## src/rtl/mag_window_stats.sv

```systemverilog
// Windowed statistics over the upstream magnitude stream: re-aligns the source valid to the
// fixed-latency magnitude output, then reports peak/index/mean/over-count per window.
module mag_window_stats #(
  parameter int unsigned M        = 37,
  parameter int unsigned PIPE_LAT = 17,
  parameter int unsigned LOG2_WIN = 4
) (
  input  logic                clk,
  input  logic                rst_n,
  input  logic                src_vld,
  input  logic [M-1:0]        mag,
  input  logic [M-1:0]        thresh,
  input  logic                clr,
  output logic [M-1:0]        out_peak,
  output logic [LOG2_WIN-1:0] out_idx,
  output logic [M-1:0]        out_mean,
  output logic [LOG2_WIN:0]   out_over,
  output logic                out_vld,
  input  logic                out_rdy,
  output logic [7:0]          drop_cnt
);

  localparam int unsigned SW = M + LOG2_WIN;
  localparam int unsigned OW = LOG2_WIN + 1;

  typedef enum logic [0:0] {StEmpty, StFull} state_e;

  // Valid alignment
  logic [PIPE_LAT-1:0] sreg_q;
  logic                accept;

  always_ff @(posedge clk or negedge rst_n) begin
    if (!rst_n) begin
      sreg_q <= '0;
    end else begin
      sreg_q <= {sreg_q[PIPE_LAT-2:0], src_vld};
    end
  end

  assign accept = sreg_q[PIPE_LAT-1];

  // Running window accumulators
  logic [LOG2_WIN-1:0] samp_cnt_q, samp_cnt_d;
  logic [M-1:0]        run_peak_q, nx_peak;
  logic [LOG2_WIN-1:0] run_idx_q, nx_idx;
  logic [SW-1:0]       run_sum_q, nx_sum;
  logic [OW-1:0]       run_over_q, nx_over;
  logic                complete;
  logic                first;
  logic                gt_thresh;
  logic                gt_peak;

  assign complete  = accept && (samp_cnt_q == {LOG2_WIN{1'b1}});
  // A clr that lands on the completing sample loses to completion.
  assign first     = (samp_cnt_q == '0) || (clr && !complete);
  assign gt_thresh = mag > thresh;
  assign gt_peak   = mag > run_peak_q;

  always_comb begin
    nx_peak = run_peak_q;
    nx_idx  = run_idx_q;
    nx_sum  = run_sum_q;
    nx_over = run_over_q;
    if (first) begin
      nx_peak = mag;
      nx_idx  = '0;
      nx_sum  = SW'(mag);
      nx_over = OW'(gt_thresh);
    end else begin
      if (gt_peak) begin
        nx_peak = mag;
        nx_idx  = samp_cnt_q;
      end
      nx_sum  = run_sum_q + SW'(mag);
      nx_over = run_over_q + OW'(gt_thresh);
    end
  end

  always_comb begin
    samp_cnt_d = samp_cnt_q;
    if (accept) begin
      samp_cnt_d = first ? LOG2_WIN'(1) : samp_cnt_q + LOG2_WIN'(1);
    end else if (clr) begin
      samp_cnt_d = '0;
    end
  end

  always_ff @(posedge clk or negedge rst_n) begin
    if (!rst_n) begin
      samp_cnt_q <= '0;
      run_peak_q <= '0;
      run_idx_q  <= '0;
      run_sum_q  <= '0;
      run_over_q <= '0;
    end else begin
      samp_cnt_q <= samp_cnt_d;
      if (accept) begin
        run_peak_q <= nx_peak;
        run_idx_q  <= nx_idx;
        run_sum_q  <= nx_sum;
        run_over_q <= nx_over;
      end
    end
  end

  // Output buffer
  state_e              state_q, state_d;
  logic                load;
  logic                drop;
  logic [M-1:0]        peak_q;
  logic [LOG2_WIN-1:0] idx_q;
  logic [M-1:0]        mean_q;
  logic [OW-1:0]       over_q;
  logic [7:0]          drop_q;

  always_comb begin
    state_d = state_q;
    load    = 1'b0;
    drop    = 1'b0;
    unique case (state_q)
      StEmpty: begin
        if (complete) begin
          load    = 1'b1;
          state_d = StFull;
        end
      end
      StFull: begin
        if (complete) begin
          if (out_rdy) begin
            load = 1'b1;
          end else begin
            drop = 1'b1;
          end
        end else if (out_rdy) begin
          state_d = StEmpty;
        end
      end
      default: state_d = StEmpty;
    endcase
  end

  always_ff @(posedge clk or negedge rst_n) begin
    if (!rst_n) begin
      state_q <= StEmpty;
      peak_q  <= '0;
      idx_q   <= '0;
      mean_q  <= '0;
      over_q  <= '0;
      drop_q  <= '0;
    end else begin
      state_q <= state_d;
      if (load) begin
        peak_q <= nx_peak;
        idx_q  <= nx_idx;
        mean_q <= nx_sum[SW-1:LOG2_WIN];
        over_q <= nx_over;
      end
      if (drop && (drop_q != 8'hff)) begin
        drop_q <= drop_q + 8'd1;
      end
    end
  end

  assign out_vld  = (state_q == StFull);
  assign out_peak = peak_q;
  assign out_idx  = idx_q;
  assign out_mean = mean_q;
  assign out_over = over_q;
  assign drop_cnt = drop_q;

endmodule

```

## config.mk

```make
export PLATFORM = sky130hd
export DESIGN_NAME = mag_window_stats
export DESIGN_NICKNAME = d
export VERILOG_FILES = /design/src/rtl/mag_window_stats.sv
export SDC_FILE = /design/constraint.sdc
export NUM_CORES = 1
export LEC_CHECK = 0
export BUFFER_PORTS_ARGS = -buffer_cell sky130_fd_sc_hd__buf_4
export CORE_MARGIN = 4
export CORE_UTILIZATION = 50
export DETAILED_ROUTE_END_ITERATION = 12
export PLACE_DENSITY = 0.72
export SYNTH_ARGS = -nofsm -noshare
export SYNTH_HDL_FRONTEND = slang
export SYNTH_SLANG_ARGS = --single-unit
```

## constraint.sdc

```tcl
create_clock -name clk -period 4.99 [get_ports clk]
set_input_delay 0.7485 -clock clk [delete_from_list [all_inputs] [get_ports clk]]
set_output_delay 0.7485 -clock clk [all_outputs]
set_load 0.01 [all_outputs]
```

# After elaboration in Yosys (flattened, before gate mapping)
# Index checks and enable logic that the tools add are counted.
dict set report classes {
  n_addsub 4
  magnitude_cmp 2
  n_eq_ne 2
  n_mux 18
  n_bitwise 1
  reduce_logical 7
}
# cell count
set ops {}
lappend ops {{$gt 37x37->1} 2}
lappend ops {{$mux 37} 2}
lappend ops {{$add 41x37->41} 1}
lappend ops {{$mux 41} 1}
lappend ops {{$mux 4} 5}
lappend ops {{$add 8x1->8 const B} 1}
lappend ops {{$ne 8x8->1 const B} 1}
lappend ops {{$mux 1} 7}
lappend ops {{$add 5x1->5} 1}
lappend ops {{$mux 5} 1}
lappend ops {{$add 4x1->4 const B} 1}
lappend ops {{$eq 4x4->1 const B} 1}
lappend ops {{$logic_not 4->1} 1}
lappend ops {{$pmux 1 s2} 2}
lappend ops {{$logic_and 1x1->1} 3}
lappend ops {{$reduce_bool 2->1} 1}
lappend ops {{$logic_not 1->1} 1}
lappend ops {{$logic_or 1x1->1} 1}
lappend ops {{$not 1->1} 1}
dict set report word_totals {
  register_bits 200
  input_bits 79
  out_inout_bits 92
  elab_cells 46
}

# Depth between registers and ports, before layout
# Gate-level depths: netlist of run 1.
dict set report depth {
  ltp_word 7
  ltp_mapped 17
  depth_no_buf 17
}

# Least setup slack after synthesis of run 1
# No wires, ideal clock.
dict set report synth_timing {
  path_type {input to register}
  startpoint {input thresh[36]}
  endpoint {register run_over_q[4]}
  setup_time_ns 0.125
  t_arrival_ns 3.505
  required_ns 4.865
  setup_slack_ns 1.360
  path_stages 14
  n_path_buf 0
  cell_sequence {inv_1 ha_1 nand4_1 nor4_1 nand2_1 or2_2 or4_1 and2_1 ha_1 ha_1 nand3_1 xor2_1 nor2_1 mux2_2}
}
dict set report synth_between {
  elab_chain_len 3
}
# element line
set synth_rtl {}
lappend synth_rtl {{start: declaration} 12} ;# input logic [M-1:0] thresh,
lappend synth_rtl {{$gt 37x37->1} 56} ;# assign gt_thresh = mag > thresh;
lappend synth_rtl {{$add 5x1->5} 75} ;# nx_over = run_over_q + OW'(gt_thresh);
lappend synth_rtl {{$mux 5} 64} ;# if (first) begin
lappend synth_rtl {{end signal: assignment} 101} ;# run_over_q <= nx_over;
lappend synth_rtl {{end: declaration} 47} ;# logic [OW-1:0] run_over_q, nx_over;
# No other way between the ends.
# A chain may end at the register's enable or synchronous reset.

# Final worst setup path of run 1
dict set report layout_timing {
  startpoint {input mag[36]}
  endpoint {register run_over_q[4]}
}
dict set report layout_between {
  elab_chain_len 3
}
# element line
set layout_rtl {}
lappend layout_rtl {{start: declaration} 11} ;# input logic [M-1:0] mag,
lappend layout_rtl {{$gt 37x37->1} 56}
lappend layout_rtl {{$add 5x1->5} 75}
lappend layout_rtl {{$mux 5} 64}
# No other way between the ends.

==> results of run 1 <==
cell usage after synthesis, types with 35 or more instances:
library cell / instances / share of area (%)
dfrtp_1: 200 / 42
clkbuf_1: 46 / 1.4
mux2_2: 40 / 3.7
mux2i_1: 42 / 3.5
inv_1: 91 / 2.8
nor2_1: 73 / 2.3
a21o_1: 49 / 3.1
ha_1: 116 / 12
nand4_1: 35 / 1.8
nand2_1: 169 / 5.3
a21oi_1: 107 / 4.5
o21ai_0: 112 / 4.7
area by class of cell:
class	count	area, sq um
Fill cell	2082	9310
Multi-Input combinational cell	945	6490
Sequential cell	200	5010
Timing Repair Buffer	180	1370
Clock buffer	17	425
Tap cell	319	399
Inverter	91	342
Clock inverter	15	206
kinds of logic (layout without fill, tap and decap cells):
| group | count (synthesis) | count (layout) | synth area share [%] |
|---|---|---|---|
| AO/OA/AOI/OAI | 347 | 347 | 17.5 |
| XOR/XNOR | 46 | 46 | 3.35 |
| flip-flops | 200 | 200 | 41.7 |
| multiplexers | 85 | 85 | 7.53 |
| buffers and inverters | 146 | 303 | 4.65 |
| adder cells (fa/ha/maj) | 117 | 117 | 12.2 |
| AND/OR/NAND/NOR | 350 | 350 | 13.0 |
power by group through the flow:
stage	Clock [uW]	Sequential (uW)	Combinational (uW)
after floorplan	0	1890	1150
after global placement	0	1900	1620
after detailed placement	0	1910	1650
after CTS	1500	1880	1660
after global routing	1570	1900	1850
final	1480	1880	1660
metrics by stage:
stage | utilization, % | instance area [sq um] | power (uW) | std cells
4_1_cts | 60.5 | 14200 | 5040 | 1767
5_1_grt | 60.5 | 14200 | 5320 | 1767
3_5_place_dp | 57.8 | 13600 | 3560 | 1735
3_3_place_gp | 57.8 | 13600 | 3520 | 1735
6_report | 60.5 | 14200 | 5020 | 1767
2_1_floorplan | - | 12000 | 3040 | 1291
layer usage:
layer / wire, um / vias to the layer above / GRT usage, %
met3: 1440 / 48 / 4.81
li1: - / 4841 / -
met5: 0 / - / 0
met4: 769 / 0 / 6.82
met2: 16500 / 222 / 43.2
met1: 14100 / 4817 / 32.3
how the worst max path moves through the flow:
stage                          start                   endpoint  slack [ns]
after floorplan           thresh[36]  run_over_q[4]$_DFFE_PN0P_        1.36
after global placement       mag[23]  run_over_q[4]$_DFFE_PN0P_        0.96
after detailed placement     mag[36]  run_over_q[4]$_DFFE_PN0P_        0.89
after CTS                    mag[36]  run_over_q[4]$_DFFE_PN0P_        1.36
after global routing         mag[22]  run_over_q[4]$_DFFE_PN0P_        1.15
final                        mag[36]  run_over_q[4]$_DFFE_PN0P_        1.36
flip-flops by register name, indices dropped and copies added, names as in the netlist:
name / flops
run_sum_q: 41
out_mean: 37
out_peak: 37
run_peak_q: 37
sreg_q: 17
drop_cnt: 8
out_over: 5
run_over_q: 5
out_idx: 4
run_idx_q: 4
samp_cnt_q: 4
out_vld: 1
==> impl_metrics.prom, run 1 <==
# TYPE chip_impl_metric gauge
chip_impl_info{name="postSynth.topFlopCell",value="dfrtp_1"} 1
chip_impl_metric{name="slowest_delay",unit="ns"} 0.59
chip_impl_metric{name="ant_nets",unit=""} 0
chip_impl_info{name="critical_path.startpoint_type",value="input port"} 1
chip_impl_info{name="standard_cell_with_the_maximum_stage_delay_on_the_critical_path",value="or4_1"} 1
chip_impl_metric{name="post-place-ws",unit="ns"} 0.886
chip_impl_metric{name="avgRoutedWirePerCell",unit="um"} 18.6
chip_impl_metric{name="grt_antenna_before_repair",unit=""} 0
chip_impl_metric{name="layout-drive-gt1-share",unit="%"} 18.4
chip_impl_metric{name="clkLatencyLatePin",unit="ns"} 0.45
chip_impl_metric{name="synthesis.instances",unit=""} 1291
chip_impl_metric{name="mappedNetlistNets",unit=""} 1487
chip_impl_metric{name="routed-via-count",unit=""} 9928
chip_impl_info{name="worstHoldPathType",value="register to register"} 1
chip_impl_metric{name="synth_edf_count",unit=""} 0
chip_impl_metric{name="count_of_endpoints_failing_hold_in_the_final_timing_report",unit=""} 0
chip_impl_info{name="critical_path.most_common_cell",value="ha_1"} 1
chip_impl_metric{name="seq_power_share",unit="%"} 37.5
chip_impl_metric{name="reg2regPathDepth",unit=""} 12
chip_impl_metric{name="setup_ws",unit="ns"} 1.36
chip_impl_metric{name="drc",unit=""} 0
chip_impl_metric{name="cts-root-to-sink-buffers",unit=""} 2
chip_impl_metric{name="cts-resized-gates",unit=""} 0
chip_impl_metric{name="drt-pass1-iter-count",unit=""} 5
chip_impl_metric{name="setup_viol",unit=""} 0
chip_impl_metric{name="crit_buf_inv",unit=""} 1
chip_impl_metric{name="max-slew-margin-rel",unit="%"} 32.6
chip_impl_metric{name="worstSetupPathDepth",unit=""} 14
chip_impl_info{name="timing.critical_path.max_delay_family",value="simple AND/OR/NAND/NOR gates"} 1
chip_impl_metric{name="internal_power",unit="uW"} 3160
chip_impl_metric{name="vias_per_cell",unit=""} 5.62
chip_impl_metric{name="routabilityCongestion",unit=""} 0.949
chip_impl_metric{name="floorplan.initialDensity",unit="%"} 51.0
chip_impl_info{name="path_type_of_the_worst_setup_path",value="input port to register"} 1
chip_impl_metric{name="power.share.switching",unit="%"} 37.1
chip_impl_metric{name="number_of_input_and_output_port_buffers_inserted",unit=""} 170
chip_impl_metric{name="power_frac_comb",unit="%"} 33.1
chip_impl_metric{name="yosysWarnings",unit=""} 0
chip_impl_metric{name="num_io_pins",unit=""} 171
chip_impl_metric{name="die_height",unit="um"} 163
chip_impl_metric{name="yosys.cell_types.count",unit=""} 62
chip_impl_metric{name="power.leakage",unit="uW"} 0.00717
chip_impl_metric{name="dp_hpwl",unit="mm"} 24.5
chip_impl_metric{name="max_cap_violations",unit=""} 0
chip_impl_metric{name="grt_pass1_wl",unit="mm"} 52.8
chip_impl_info{name="final_common_cell",value="dfrtp_1"} 1
chip_impl_metric{name="first_global_vias",unit=""} 9965
chip_impl_metric{name="cts_num_sinks",unit=""} 200
chip_impl_metric{name="power_switching",unit="uW"} 1860
chip_impl_info{name="cp_cell_sequence",value="buf_4, ha_1, nand4_1, nor4_1, nand2_1, or2_2, or4_1, and2_1, ha_1, ha_1, nand3_1, xor2_1, nor2_1, mux2_2"} 1
chip_impl_metric{name="holdBufCountCts",unit=""} 0
chip_impl_info{name="hold_end",value="sreg_q[11]$_DFF_PN0_"} 1
chip_impl_metric{name="cp_data_arrival_time",unit="ns"} 3.98
chip_impl_metric{name="synth_seq_area_share",unit="%"} 41.7
chip_impl_metric{name="timing.critical_path.required",unit="ns"} 5.33
chip_impl_metric{name="synth.ff_latch_count",unit=""} 200
chip_impl_metric{name="wirelength",unit="mm"} 32.9
chip_impl_metric{name="finClkSkew",unit="ns"} 0.0136
chip_impl_metric{name="dr.first_iter.drc_count",unit=""} 608
chip_impl_metric{name="ctsHtreeMaxLevel",unit=""} 4
chip_impl_metric{name="setup.reg_to_reg.worst_slack",unit="ns"} 1.60
chip_impl_metric{name="design.final.nets",unit=""} 1631
chip_impl_metric{name="final.setup.tns",unit="ns"} 0
chip_impl_metric{name="synth_async_sr_flop_share",unit="%"} 100
chip_impl_info{name="worstHoldStart",value="sreg_q[10]$_DFF_PN0_"} 1
chip_impl_metric{name="max_slew.worst_pin.slew",unit="ns"} 1.01
chip_impl_metric{name="power.density",unit="mW/mm^2"} 353
chip_impl_metric{name="antenna_cells",unit=""} 0
chip_impl_metric{name="slew_violations",unit=""} 0
chip_impl_info{name="most_used_cells_in_the_layout_excluding_fill_and_tap_cells",value="dfrtp_1 (199), buf_4 (178), nand2_1 (169)"} 1
chip_impl_metric{name="global_route.usage.total",unit="%"} 25.0
chip_impl_metric{name="synthesized_area",unit="sq mm"} 0.0120
chip_impl_metric{name="tritoncts.num_buffers",unit=""} 17
chip_impl_metric{name="design.die.area",unit="sq mm"} 0.0266
chip_impl_metric{name="syn_avg_cell_area",unit="sq um"} 9.31
chip_impl_metric{name="period_utilization_post_route",unit="%"} 72.8
chip_impl_metric{name="power.ir.vdd_worst",unit="mV"} 0.264
chip_impl_metric{name="die_w",unit="um"} 163
chip_impl_metric{name="cts.reportedPaths.clkPinSlew",unit="ns"} 0.09
chip_impl_metric{name="floorplan.rows",unit=""} 56
chip_impl_info{name="root_buffer",value="clkbuf_16"} 1
chip_impl_info{name="cts_tree",value="built"} 1
chip_impl_metric{name="globalRoute.totalOverflow",unit=""} 0
chip_impl_metric{name="floorplan.core_area",unit="sq mm"} 0.0235
chip_impl_metric{name="achievable-frequency",unit="GHz"} 0.275
chip_impl_metric{name="grt_max_degree",unit=""} 125
chip_impl_info{name="status",value="complete, no violations"} 1
chip_impl_metric{name="timing.hold.ws",unit="ns"} 0.353
chip_impl_metric{name="critical_path.max_fanout",unit=""} 6
chip_impl_info{name="r2r_end",value="run_peak_q[30]$_DFFE_PN0P_"} 1
chip_impl_metric{name="whs_path_depth",unit=""} 0
chip_impl_info{name="worst_r2r_startpoint",value="run_peak_q[14]$_DFFE_PN0P_"} 1
chip_impl_metric{name="final.min_clock_period",unit="ns"} 3.63
chip_impl_metric{name="area_delta_synth_final",unit="%"} 18.5
chip_impl_info{name="cp-end-kind",value="register"} 1
chip_impl_info{name="rsz0062_at_grt",value="false"} 1
chip_impl_metric{name="clockPowerShare",unit="%"} 29.4
chip_impl_metric{name="cts.repair_timing.setup_buffer_count",unit=""} 0
Power figures use the tool's default switching activity.
==> inputs of run 2 (changes only) <==
--- a/config.mk
+++ b/config.mk
@@ -9,7 +9,7 @@
 export CORE_MARGIN = 4
 export CORE_UTILIZATION = 50
 export DETAILED_ROUTE_END_ITERATION = 12
-export PLACE_DENSITY = 0.72
+export PLACE_DENSITY = 0.75
 export SYNTH_ARGS = -nofsm -noshare
 export SYNTH_HDL_FRONTEND = slang
 export SYNTH_SLANG_ARGS = --single-unit
==> constraint.sdc (replaced) <==
create_clock -name clk -period 3.3 [get_ports clk]
set_input_delay 0.495 -clock clk [delete_from_list [all_inputs] [get_ports clk]]
set_output_delay 0.495 -clock clk [all_outputs]
set_load 0.01 [all_outputs]
==> run 2 against run 1 <==
Wire length decreased by 2.8%. Cell area increased by 4.6%. Critical path depth unchanged. Register-to-register slack got worse by 1.4 ns. Combinational power increased by 62%. Sequential share of layout area decreased by 1.6 points. Clock skew increased by 0.0011 ns. Critical endpoint unchanged. Worst hold slack got worse by 0.33 ns. Highest routed layer is now met5. Final cell count increased by 4.5%. Global-route usage decreased by 0.74 points. First-iteration DRC count increased by 2.0%.
==> impl_metrics.prom, run 2 (same netlist as run 1, synthesis figures left out) <==
# TYPE chip_impl_metric gauge
chip_impl_info{name="rsz0062_at_grt",value="false"} 1
chip_impl_metric{name="final_core_utilization",unit="%"} 63.3
chip_impl_info{name="path_type_of_the_worst_setup_path",value="input port to register"} 1
chip_impl_metric{name="multi_input_area",unit="sq mm"} 0.00650
chip_impl_metric{name="count_of_endpoints_failing_hold_in_the_final_timing_report",unit=""} 0
chip_impl_metric{name="grt_pass1_wl",unit="mm"} 51.6
chip_impl_metric{name="design.die.area",unit="sq mm"} 0.0266
chip_impl_metric{name="die_height",unit="um"} 163
chip_impl_info{name="setup.worst_path.end",value="run_over_q[4]$_DFFE_PN0P_"} 1
chip_impl_metric{name="global_route.usage.total",unit="%"} 24.3
chip_impl_metric{name="critical_path.max_fanout",unit=""} 2
chip_impl_metric{name="achievable-frequency",unit="GHz"} 0.318
chip_impl_metric{name="cts_num_sinks",unit=""} 200
chip_impl_info{name="root_buffer",value="clkbuf_16"} 1
chip_impl_metric{name="grt_max_degree",unit=""} 70
chip_impl_metric{name="cts-root-to-sink-buffers",unit=""} 2
chip_impl_metric{name="finClkSkew",unit="ns"} 0.0147
chip_impl_metric{name="largest_register_ff_count",unit=""} 41
chip_impl_info{name="r2r_end",value="run_sum_q[35]$_DFFE_PN0P_"} 1
chip_impl_metric{name="slew_violations",unit=""} 0
chip_impl_info{name="largest-register",value="run_sum_q"} 1
chip_impl_metric{name="floorplan.rows",unit=""} 56
chip_impl_metric{name="area_delta_synth_final",unit="%"} 24.0
chip_impl_metric{name="reg2regPathDepth",unit=""} 11
chip_impl_metric{name="setup.reg_to_reg.worst_slack",unit="ns"} 0.25
chip_impl_metric{name="antenna_cells",unit=""} 0
chip_impl_metric{name="slowest_delay",unit="ns"} 0.53
chip_impl_metric{name="worstSetupPathDepth",unit=""} 14
chip_impl_metric{name="ant_nets",unit=""} 0
chip_impl_metric{name="max_cap_violations",unit=""} 0
chip_impl_metric{name="num_io_pins",unit=""} 171
chip_impl_metric{name="design.final.nets",unit=""} 1711
chip_impl_metric{name="grt_antenna_before_repair",unit=""} 1
chip_impl_info{name="cp-end-kind",value="register"} 1
chip_impl_metric{name="power.ir.vdd_worst",unit="mV"} 0.406
chip_impl_metric{name="final.min_clock_period",unit="ns"} 3.14
chip_impl_info{name="critical_path.most_common_cell",value="ha_2"} 1
chip_impl_metric{name="timing.hold.ws",unit="ns"} 0.0196
chip_impl_info{name="final_common_cell",value="buf_4"} 1
chip_impl_metric{name="max_slew.worst_pin.slew",unit="ns"} 0.640
chip_impl_metric{name="vias_per_cell",unit=""} 5.52
chip_impl_info{name="worstHoldPathType",value="input port to asynchronous set/reset pin"} 1
chip_impl_info{name="crit_start",value="mag[33]"} 1
chip_impl_metric{name="area.sequential",unit="sq mm"} 0.00501
chip_impl_metric{name="ctsHtreeMaxLevel",unit=""} 4
chip_impl_metric{name="power.density",unit="mW/mm^2"} 515
chip_impl_metric{name="die_w",unit="um"} 163
chip_impl_metric{name="number_of_input_and_output_port_buffers_inserted",unit=""} 170
chip_impl_metric{name="routabilityCongestion",unit=""} 0.914
chip_impl_metric{name="layout-drive-gt1-share",unit="%"} 23.0
chip_impl_metric{name="wirelength",unit="mm"} 31.9
chip_impl_metric{name="routed-via-count",unit=""} 10200
chip_impl_info{name="worst_r2r_startpoint",value="run_sum_q[6]$_DFFE_PN0P_"} 1
chip_impl_metric{name="power.total",unit="uW"} 7680
chip_impl_metric{name="drt-pass1-iter-count",unit=""} 5
chip_impl_metric{name="cp_data_arrival_time",unit="ns"} 3.47
chip_impl_metric{name="period_utilization_post_route",unit="%"} 95.2
chip_impl_metric{name="max-slew-margin-rel",unit="%"} 57.3
chip_impl_metric{name="floorplan.core_area",unit="sq mm"} 0.0235
chip_impl_metric{name="dr.first_iter.drc_count",unit=""} 620
chip_impl_metric{name="drc",unit=""} 0
chip_impl_info{name="status",value="complete, no violations"} 1
chip_impl_info{name="cts_tree",value="built"} 1
chip_impl_info{name="cp_cell_sequence",value="buf_4, ha_1, nand4_1, nor4_2, nand2_1, or2_4, or4_4, and2_1, ha_2, ha_2, nand3_1, xor2_1, nor2_1, mux2_2"} 1
chip_impl_metric{name="setup_viol",unit=""} 0
chip_impl_metric{name="dp_hpwl",unit="mm"} 24.7
chip_impl_metric{name="final.setup.tns",unit="ns"} 0
chip_impl_metric{name="first_global_vias",unit=""} 10100
chip_impl_info{name="most_used_cells_in_the_layout_excluding_fill_and_tap_cells",value="buf_4 (253), dfrtp_1 (199), nand2_1 (169)"} 1
chip_impl_metric{name="crit_buf_inv",unit=""} 1
chip_impl_metric{name="clkLatencyLatePin",unit="ns"} 0.44
chip_impl_metric{name="globalRoute.totalOverflow",unit=""} 0
chip_impl_metric{name="layoutNonFillerInstCount",unit=""} 1847
chip_impl_metric{name="avgRoutedWirePerCell",unit="um"} 17.3
chip_impl_info{name="timing.critical_path.max_delay_family",value="simple AND/OR/NAND/NOR gates"} 1
chip_impl_metric{name="power.leakage",unit="uW"} 0.00757
chip_impl_metric{name="tritoncts.num_buffers",unit=""} 17
chip_impl_metric{name="floorplan.initialDensity",unit="%"} 51.0
chip_impl_info{name="standard_cell_with_the_maximum_stage_delay_on_the_critical_path",value="or4_4"} 1
chip_impl_metric{name="timing.critical_path.required",unit="ns"} 3.63
chip_impl_info{name="critical_path.startpoint_type",value="input port"} 1
chip_impl_metric{name="layout.filler_cells",unit=""} 2010
chip_impl_metric{name="placed_cells",unit=""} 1815
chip_impl_metric{name="cts.reportedPaths.clkPinSlew",unit="ns"} 0.09
==> run 2: worst min-delay path by stage <==
| stage | from | end | slack (ns) | cells past startpoint |
|---|---|---|---|---|
| after floorplan | rst_n | drop_cnt[0]$_DFFE_PN0P_ | 0.20 | 0 |
| after global placement | sreg_q[13]$_DFF_PN0_ | sreg_q[14]$_DFF_PN0_ | 0.33 | 0 |
| after detailed placement | sreg_q[5]$_DFF_PN0_ | sreg_q[6]$_DFF_PN0_ | 0.33 | 0 |
| after CTS | rst_n | drop_cnt[3]$_DFFE_PN0P_ | 0.04 | 1 |
| after global routing | rst_n | drop_cnt[4]$_DFFE_PN0P_ | 0.04 | 1 |
| final | rst_n | drop_cnt[3]$_DFFE_PN0P_ | 0.02 | 1 |
==> run 2: cell type report <==
type | count | share of cell area [%]
clock buffer | 18 | 2.95
clock inverter | 14 | 1.16
inverter | 91 | 2.29
multi-input combinational | 945 | 43.7
sequential | 200 | 33.6
tap | 319 | 2.68
timing repair buffer | 260 | 13.6
==> run 2: worst reg2reg max path, stage by stage, from the launching register on <==
cell and delay (ns):
dfrtp_1 0.40, ha_1 0.35, a21oi_1 0.20, o21ai_0 0.15
a31oi_1 0.25, nand3_2 0.14, a211oi_2 0.34, o41ai_1 0.13
buf_4 0.15, a221o_1 0.40, or3_1 0.38, nand4_1 0.10
==> run 2: where the power goes <==
group / switching [uW] / total (uW) / internal (uW)
logic: 1480 / 2690 / 1210
registers: 156 / 2840 / 2680
clock network: 1100 / 2150 / 1060
total: 2730 / 7680 / 4950
==> run 2: routing by layer <==
| metal | share of wire, % | up-vias | global-route usage (%) |
|---|---|---|---|
| li1 | - | 4990 | - |
| met1 | 43 | 4878 | 32.2 |
| met4 | 2.7 | 2 | 6.63 |
| met2 | 49 | 289 | 41.1 |
| met3 | 5.5 | 40 | 4.66 |
| met5 | 0.041 | - | 0 |
==> run 2: what timing repair did <==
item,in CTS,in global routing
gates resized for setup,0,2
buffers inserted,0,0
setup endpoints to repair,0,1
hold buffers,0,0
endpoints found under the hold margin,0,0
==> run 2: metrics by stage <==
stage	worst slack, ns	instance area, sq um
global route	0.0420	14900
global placement	-0.320	14300
detailed placement	-0.404	14300
CTS	0.0551	14900
floorplan	0.0137	12000
finish	0.157	14900
